[src/rtl/console_key_seq.sv]
// console_key_seq: queued console key presser. Commands (key, hold, gap) enter
// a small FIFO and are replayed one at a time as a key pulse followed by a
// release gap.
// Optional feature: define CONSOLE_KEY_SEQ_ABORT_EN to add the synchronous
// 'abort' input, which flushes the queue and returns to IDLE.
module console_key_seq #(
  parameter int unsigned NKEYS = 12,
  parameter int unsigned DEPTH = 4,
  parameter int unsigned CW    = 16,
  localparam int unsigned KW   = (NKEYS > 2) ? $clog2(NKEYS) : 1,
  localparam int unsigned AW   = $clog2(DEPTH),
  localparam int unsigned FW   = AW + 1
) (
  input  logic             clk,
  input  logic             reset_n,
`ifdef CONSOLE_KEY_SEQ_ABORT_EN
  input  logic             abort,
`endif
  input  logic             cmd_valid,
  output logic             cmd_ready,
  input  logic [KW-1:0]    cmd_key,
  input  logic [CW-1:0]    cmd_hold,
  input  logic [CW-1:0]    cmd_gap,
  output logic [NKEYS-1:0] keys,
  output logic             busy,
  output logic             done,
  output logic             err,
  output logic [FW-1:0]    fill
);

  localparam logic [1:0] IDLE = 2'd0;
  localparam logic [1:0] HOLD = 2'd1;
  localparam logic [1:0] GAP  = 2'd2;

  logic [1:0]       state_q, state_d;
  logic [CW-1:0]    cnt_q, cnt_d;
  logic [CW-1:0]    gap_q, gap_d;
  logic [NKEYS-1:0] keys_q, keys_d;
  logic             done_q, done_d;
  logic             err_q, err_d;
  logic             busy_q, busy_d;
  logic             ready_q, ready_d;
  logic [FW-1:0]    fill_q, fill_d;
  logic [AW-1:0]    wr_ptr_q, wr_ptr_d;
  logic [AW-1:0]    rd_ptr_q, rd_ptr_d;

  logic [KW-1:0]    mem_key_q  [DEPTH];
  logic [CW-1:0]    mem_hold_q [DEPTH];
  logic [CW-1:0]    mem_gap_q  [DEPTH];

  logic             push_c, pop_c, abort_c;
  logic [KW-1:0]    head_key_c;
  logic [CW-1:0]    head_hold_c, head_gap_c;

`ifdef CONSOLE_KEY_SEQ_ABORT_EN
  assign abort_c = abort;
`else
  assign abort_c = 1'b0;
`endif

  assign head_key_c  = mem_key_q[rd_ptr_q];
  assign head_hold_c = mem_hold_q[rd_ptr_q];
  assign head_gap_c  = mem_gap_q[rd_ptr_q];

  assign cmd_ready = ready_q;
  assign keys      = keys_q;
  assign busy      = busy_q;
  assign done      = done_q;
  assign err       = err_q;
  assign fill      = fill_q;

  // Next-state: sequencer FSM, FIFO bookkeeping and registered outputs
  always_comb begin
    state_d  = state_q;
    cnt_d    = cnt_q;
    gap_d    = gap_q;
    keys_d   = keys_q;
    done_d   = 1'b0;
    err_d    = 1'b0;
    pop_c    = 1'b0;
    push_c   = cmd_valid & ready_q;
    wr_ptr_d = wr_ptr_q;
    rd_ptr_d = rd_ptr_q;
    fill_d   = fill_q;

    case (state_q)
      IDLE: begin
        if (fill_q != '0) begin
          pop_c = 1'b1;
          if (32'(head_key_c) >= NKEYS) begin
            // Out-of-range key: report and stay idle, nothing is pressed
            err_d  = 1'b1;
            done_d = 1'b1;
          end else begin
            state_d = HOLD;
            cnt_d   = (head_hold_c == '0) ? CW'(1) : head_hold_c;
            gap_d   = head_gap_c;
            for (int unsigned i = 0; i < NKEYS; i++) begin
              keys_d[i] = (head_key_c == KW'(i));
            end
          end
        end
      end
      HOLD: begin
        if (cnt_q <= CW'(1)) begin
          keys_d = '0;
          if (gap_q == '0) begin
            state_d = IDLE;
            done_d  = 1'b1;
          end else begin
            state_d = GAP;
            cnt_d   = gap_q;
          end
        end else begin
          cnt_d = cnt_q - CW'(1);
        end
      end
      GAP: begin
        if (cnt_q <= CW'(1)) begin
          state_d = IDLE;
          done_d  = 1'b1;
        end else begin
          cnt_d = cnt_q - CW'(1);
        end
      end
      default: begin
        state_d = IDLE;
        keys_d  = '0;
      end
    endcase

    if (abort_c) begin
      state_d = IDLE;
      keys_d  = '0;
      done_d  = 1'b0;
      err_d   = 1'b0;
      pop_c   = 1'b0;
      push_c  = 1'b0;
    end

    if (push_c) wr_ptr_d = wr_ptr_q + AW'(1);
    if (pop_c)  rd_ptr_d = rd_ptr_q + AW'(1);
    case ({push_c, pop_c})
      2'b10:   fill_d = fill_q + FW'(1);
      2'b01:   fill_d = fill_q - FW'(1);
      default: fill_d = fill_q;
    endcase

    if (abort_c) begin
      wr_ptr_d = '0;
      rd_ptr_d = '0;
      fill_d   = '0;
    end

    ready_d = (fill_d != FW'(DEPTH));
    busy_d  = (state_d != IDLE) || (fill_d != '0);
  end

  // State and output registers, cleared asynchronously by reset_n
  always_ff @(posedge clk or negedge reset_n) begin
    if (!reset_n) begin
      state_q  <= IDLE;
      cnt_q    <= '0;
      gap_q    <= '0;
      keys_q   <= '0;
      done_q   <= 1'b0;
      err_q    <= 1'b0;
      busy_q   <= 1'b0;
      ready_q  <= 1'b0;
      fill_q   <= '0;
      wr_ptr_q <= '0;
      rd_ptr_q <= '0;
    end else begin
      state_q  <= state_d;
      cnt_q    <= cnt_d;
      gap_q    <= gap_d;
      keys_q   <= keys_d;
      done_q   <= done_d;
      err_q    <= err_d;
      busy_q   <= busy_d;
      ready_q  <= ready_d;
      fill_q   <= fill_d;
      wr_ptr_q <= wr_ptr_d;
      rd_ptr_q <= rd_ptr_d;
    end
  end

  // Command storage; contents are only meaningful below fill
  always_ff @(posedge clk) begin
    if (push_c) begin
      mem_key_q[wr_ptr_q]  <= cmd_key;
      mem_hold_q[wr_ptr_q] <= cmd_hold;
      mem_gap_q[wr_ptr_q]  <= cmd_gap;
    end
  end

endmodule

[config.mk]
export PLATFORM = sky130hd
export DESIGN_NAME = console_key_seq
export DESIGN_NICKNAME = d
export VERILOG_FILES = /design/src/rtl/console_key_seq.sv
export SDC_FILE = /design/constraint.sdc
export NUM_CORES = 1
export LEC_CHECK = 0
export CORE_ASPECT_RATIO = 2
export CORE_MARGIN = 1
export CORE_UTILIZATION = 41
export DETAILED_ROUTE_END_ITERATION = 10
export PLACE_DENSITY_LB_ADDON = 0.3
export SLEW_MARGIN = 30
export SYNTH_ARGS = -nofsm -noshare
export SYNTH_HDL_FRONTEND = slang
export SYNTH_SLANG_ARGS = --single-unit
[constraint.sdc]
create_clock -name clk -period 5.95 [get_ports clk]
set_clock_uncertainty 0.05 [all_clocks]
set_input_delay 1.19 -clock clk [delete_from_list [all_inputs] [get_ports clk]]
set_output_delay 1.19 -clock clk [all_outputs]
set_load 0.01 [all_outputs]
Yosys cells after proc, flatten, opt, wreduce, memory -nomap -nowiden
Memory sizes are Yosys's and may differ from the RTL's. A register that Yosys moved wholly into a read port is not among the register bits.
Index checks and enable logic that the tools add are counted.
{ "classes": {"add_sub_neg": 5, "mul": 0, "div_mod_pow": 0, "n_lt_le_gt_ge": 2, "n_eq_ne": 21, "n_shift": 0, "n_mux": 29, "bitwise": 3, "n_reduce_logical": 13} }
{ "ops": {"columns": ["op", "count"], "rows": [
  ["$mux 16", 6],
  ["$pmux 16 s3", 1],
  ["$mux 12", 3],
  ["$pmux 12 s3", 1],
  ["$logic_not 16->1", 2],
  ["$eq 4x3->1 const B", 4],
  ["$eq 4x4->1 const B", 4],
  ["$le 16x1->1 const B", 1],
  ["$sub 16x1->16 const B", 1],
  ["$mux 1", 10],
  ["$mux 2", 5],
  ["$reduce_bool 3->1", 3],
  ["$eq 4x2->1 const B", 2],
  ["$ne 2x2->1 const B", 4],
  ["$ne 3x3->1 const B", 2],
  ["$pmux 2 s3", 1],
  ["$pmux 3 s2", 1],
  ["$reduce_and 5->1", 1],
  ["$add 2x1->2 const B", 2],
  ["$eq 2x1->1 const B", 2],
  ["$eq 2x2->1 const B", 2],
  ["$eq 4x1->1 const B", 1],
  ["$ge 4x4->1 const B", 1],
  ["$logic_not 4->1", 1],
  ["11 further kinds", 12]
]} }
{ "word_totals": {"ff_bits": 41, "latchBits": 0, "ram_bits": 144, "romBits": 0, "inputBits": 39, "output_inout_bits": 19, "wordCells": 86, "mem_count": 3} }
{ "mem_list": {"columns": ["memory", "words", "width", "rd", "rd_ports_with_merged_regs", "write_ports", "line_no", "rtl"], "rows": [
  ["mem_gap_q", 4, 16, 1, 1, 1, "49", "logic [CW-1:0] mem_gap_q [DEPTH];"],
  ["mem_hold_q", 4, 16, 1, 0, 1, "48", "logic [CW-1:0] mem_hold_q [DEPTH];"],
  ["mem_key_q", 4, 4, 1, 0, 1, "47", "logic [KW-1:0] mem_key_q [DEPTH];"]
]} }

Depth between registers and ports, before layout
{ "depth": {"word_depth": 7, "mapped_depth": 11, "depth_no_buf": 11} }

Worst setup path after synthesis
OpenSTA, ideal clock, no wires.
{ "synth_timing": {"path_type": "input -> register", "start": "input port cmd_valid", "end": "register busy_q (netlist: busy)", "setup_ns": 0.138, "t_arrival_ns": 2.679, "required_ns": 5.762, "slack_ns": 3.083, "cell_stages": 8, "path_buffers": 0, "cell_sequence": "nand2_1 ha_1 inv_1 fa_1 xor2_1 nor2_1 xor2_1 or4b_1"} }
{ "synth_between": {"elab_chain_cells": 5, "elab_cells_between_ends": 6, "cone_classes": "eq/ne: 2; mux: 1; bitwise: 1; reduce/logical: 2"} }
{ "synth_lines": {"columns": ["element", "line_no", "rtl"], "rows": [
  ["start: declaration", "19", "input logic cmd_valid,"],
  ["$and 1x1->1 *", "81", "push_c = cmd_valid & ready_q;"],
  ["$eq 2x1->1 or $eq 2x2->1 (tied branches)", "143", "case ({push_c, pop_c})"],
  ["$pmux 3 s2 *", "143", null],
  ["via fill_d[2]", "43", "logic [FW-1:0] fill_q, fill_d;"],
  ["$reduce_bool 3->1 *", "156", "busy_d = (state_d != IDLE) || (fill_d != '0);"],
  ["$logic_or 1x1->1 *", "156", null],
  ["via busy_d", "41", "logic busy_q, busy_d;"],
  ["end signal: assignment", "180", "busy_q <= busy_d;"],
  ["end: declaration", "41", null]
]} }
Mark *: on every way through the listed nets, which the timed path passes. The rest lies on a longest branch.
A chain may end at the register's enable or synchronous reset.

Worst setup path in the final report
{ "layout_timing": {"start": "register state_q[0]", "end": "register cnt_q[11]"} }
{ "layout_between": {"elab_chain_cells": 3, "elab_cells_between_ends": 10, "cone_classes": "eq/ne: 6; mux: 1; reduce/logical: 3"} }
{ "layout_lines": {"columns": ["element", "line_no", "rtl"], "rows": [
  ["start: declaration", "35", "logic [1:0] state_q, state_d;"],
  ["start signal: assignment", "174", "state_q <= state_d;"],
  ["$eq 2x1->1, or another cell as far along", "86", "case (state_q)"],
  ["$ne 3x3->1 (no source line), or another cell as far along", null, null],
  ["$reduce_and 5->1 (no source line)", null, null],
  ["end signal: assignment", "175", "cnt_q <= cnt_d;"],
  ["end: declaration", "36", "logic [CW-1:0] cnt_q, cnt_d;"]
]} }
Parallel ways exist; a longest one is shown, timed or not.

==> impl_metrics.ini <==
[status]
status = completed

[route]
drtPass1Iterations = 5
drt_iter0_drc = 339
vias = 4755
dr_wl_met3_um = 571
highest_layer = met4
antenna_left = 0
route.detailed.drc = 0
totalWireLength_um = 18500
wl_met2_um = 10700
wl_per_cell_um = 21.3
viasPerCell = 5.45
wl_met1_um = 6770

[setup_path]
arrival_ns = 3.64
cp-start-kind = flip-flop
crit_path_end_kind = flip-flop
critPathMaxFanout = 19
critPathRequiredTime_ns = 6.33
setup.worst_path.class = flip-flop to flip-flop

[synth]
ys.flop_type = edfxtp_1
ys_types = 67
ys_warn_count = 0
postSynthCellCount = 533
netlist_area_mm2 = 0.00855
syn_area_per_cell_um2 = 16.0
ys_seq_area_share_pct = 67.2
synth_edf_count = 144
async_reset_ff_share_pct = 28.4
synth_fp_nets = 584
synth_seq_cells = 201

[clocking]
htreeDepth = 1
cts_sinks = 201
cts_setup_buffers = 0
cts_tree = built
clockBufferDepth = 3
ctsHoldBuffers = 0
cts_buffers = 18
root_buffer = clkbuf_16
clk_latency_ns = 0.48
ctsResizeCount = 0
clk_pin_slew_worst_paths_ns = 0.07

[place]
io_buffer_count = 57
routabilityCongestion = 0.906
pre_cts_ws_ns = 2.42
dp_hpwl_um = 12800

[timing]
worst_pin_slew_ns = 0.797
clock.fmax_mhz = 307
drv_slew = 0
relSlewSlack_pct = 46.8
setup_viol = 0
fin_crit_ns = 3.26
fin_setup_tns_ns = 0
hold_viol_final = 0
setup_ws_ns = 2.69
grt_setup_unrepaired = false
holdWs_ns = 0.463
finalCritPeriodShare_pct = 54.8

[worst_hold_path]
hp-class = flip-flop to flip-flop

[floorplan]
die_h_um = 206
ios = 58
core_region_area_mm2 = 0.0205
die_area_mm2 = 0.0215
die_w_um = 104
row_count = 74
start_util_pct = 41.8

[job]
maxCapViolCount = 0

[power_and_ir_drop]
vdd_drop_max_mv = 0.280
cellLeakagePower_nw = 3.45
powerDensity_mw_per_mm2 = 514

[grt]
grt_pass1_wl_um = 29400
grt_pass1_vias = 5086
antenna_found_initial = 0
grt_use_total_pct = 17.9
grt_max_degree = 58
overflow = 0

[cells_and_area]
synthToLayoutAreaGrowth_pct = 16.4
final_net_count = 647
utilization_pct = 48.7
layout-drive-gt1-share_pct = 20.1
mostFrequentLayoutCells = 144 x edfxtp_1, 56 x dfrtp_1, 56 x clkdlybuf4s50_1
antennaDiodeCount = 0
layout_commonest_cell = edfxtp_1
fillerInstances = 1713
-- through the flow --
stage | std cells | power, mW | instance area [µm²]
finish | 872 | 5.11 | 9960
floorplan | 533 | 3.46 | 8550
global route | 872 | 5.39 | 9960
CTS | 872 | 5.18 | 9950
detailed placement | 842 | 4.06 | 9410
global placement | 842 | 4.00 | 9400
-- cell usage after synthesis, drive strengths merged (10+ instances only) --
cell type	instances	area, µm²
mux2	33	372
nor2	33	134
inv	17	63.8
a21oi	12	60.1
ha	11	138
buf	12	75.1
mux4	36	811
nor3	11	71.3
nand2	25	96.4
edfxtp	144	4320
nor4	12	81.3
nand3	10	50.1
dfrtp	57	1430
o21ai	23	119
-- critical path: stages (launching register included) --
cell	delay, ns
dfrtp_1	0.42
inv_1	0.08
ha_1	0.66
clkinv_1	0.68
nor2_1	0.70
o21ai_0	0.24
o211ai_1	0.21
mux2_2	0.16
-- report_power, final --
part           leakage [nW]  total (mW)  switching [mW]  internal (mW)
sequential             2.02        2.16           0.264           1.89
clock                 0.265        1.11           0.479          0.627
combinational          1.16        1.85           0.999          0.854
-- state kept, by name, indices dropped and copies added (netlist names) --
signal / cells
busy: 1
cmd_ready: 1
cnt_q: 16
done: 1
err: 1
fill: 3
gap_q: 16
keys: 12
mem_gap_q: 64
mem_hold_q: 64
mem_key_q: 16
rd_ptr_q: 2
state_q: 2
wr_ptr_q: 2
-- layout make-up --
class                   count  area, µm²  area share [%]
flip-flops and latches    201       5750            57.8
multi-input cells         293       2640            26.5
repair buffers             64        618            6.21
clock buffers              24        494            4.96
well taps                 266        333            3.34
inverters                  18       67.6           0.678
clock inverters             6       55.1           0.553
-- logic make-up (layout without fill, tap and decap cells) --
kind of cell,count (synthesis),after routing,share of synthesized area (%)
compound gates,70,70,5.34
buf+inv,39,112,2.08
simple gates,127,127,8.12
flops,201,201,67.2
fa+ha+maj,12,12,1.84
mux,70,70,13.9
xor+xnor,14,14,1.43
-- final timing paths --
kind / startpoint / slack, ns / end / cells after the start
worst max register to register: state_q[0] / 2.69 / cnt_q[11] / 7
worst max-delay path: state_q[0] / 2.69 / cnt_q[11] / 7
max in group asynchronous: reset_n / 4.54 / rd_ptr_q[0] / 2
worst min-delay path: keys[0] / 0.46 / keys[0] / 1
min in group asynchronous: reset_n / 0.80 / keys[6] / 2
worst min register to register: keys[0] / 0.46 / keys[0] / 1
-- routing by layer --
layer / vias to the layer above / GRT usage [%]
met1: 2421 / 19.3
met4: 0 / 6.07
met5: - / 0
met3: 30 / 1.99
met2: 107 / 35.7
li1: 2197 / -
No activity file was read; power rests on OpenSTA's default activity.
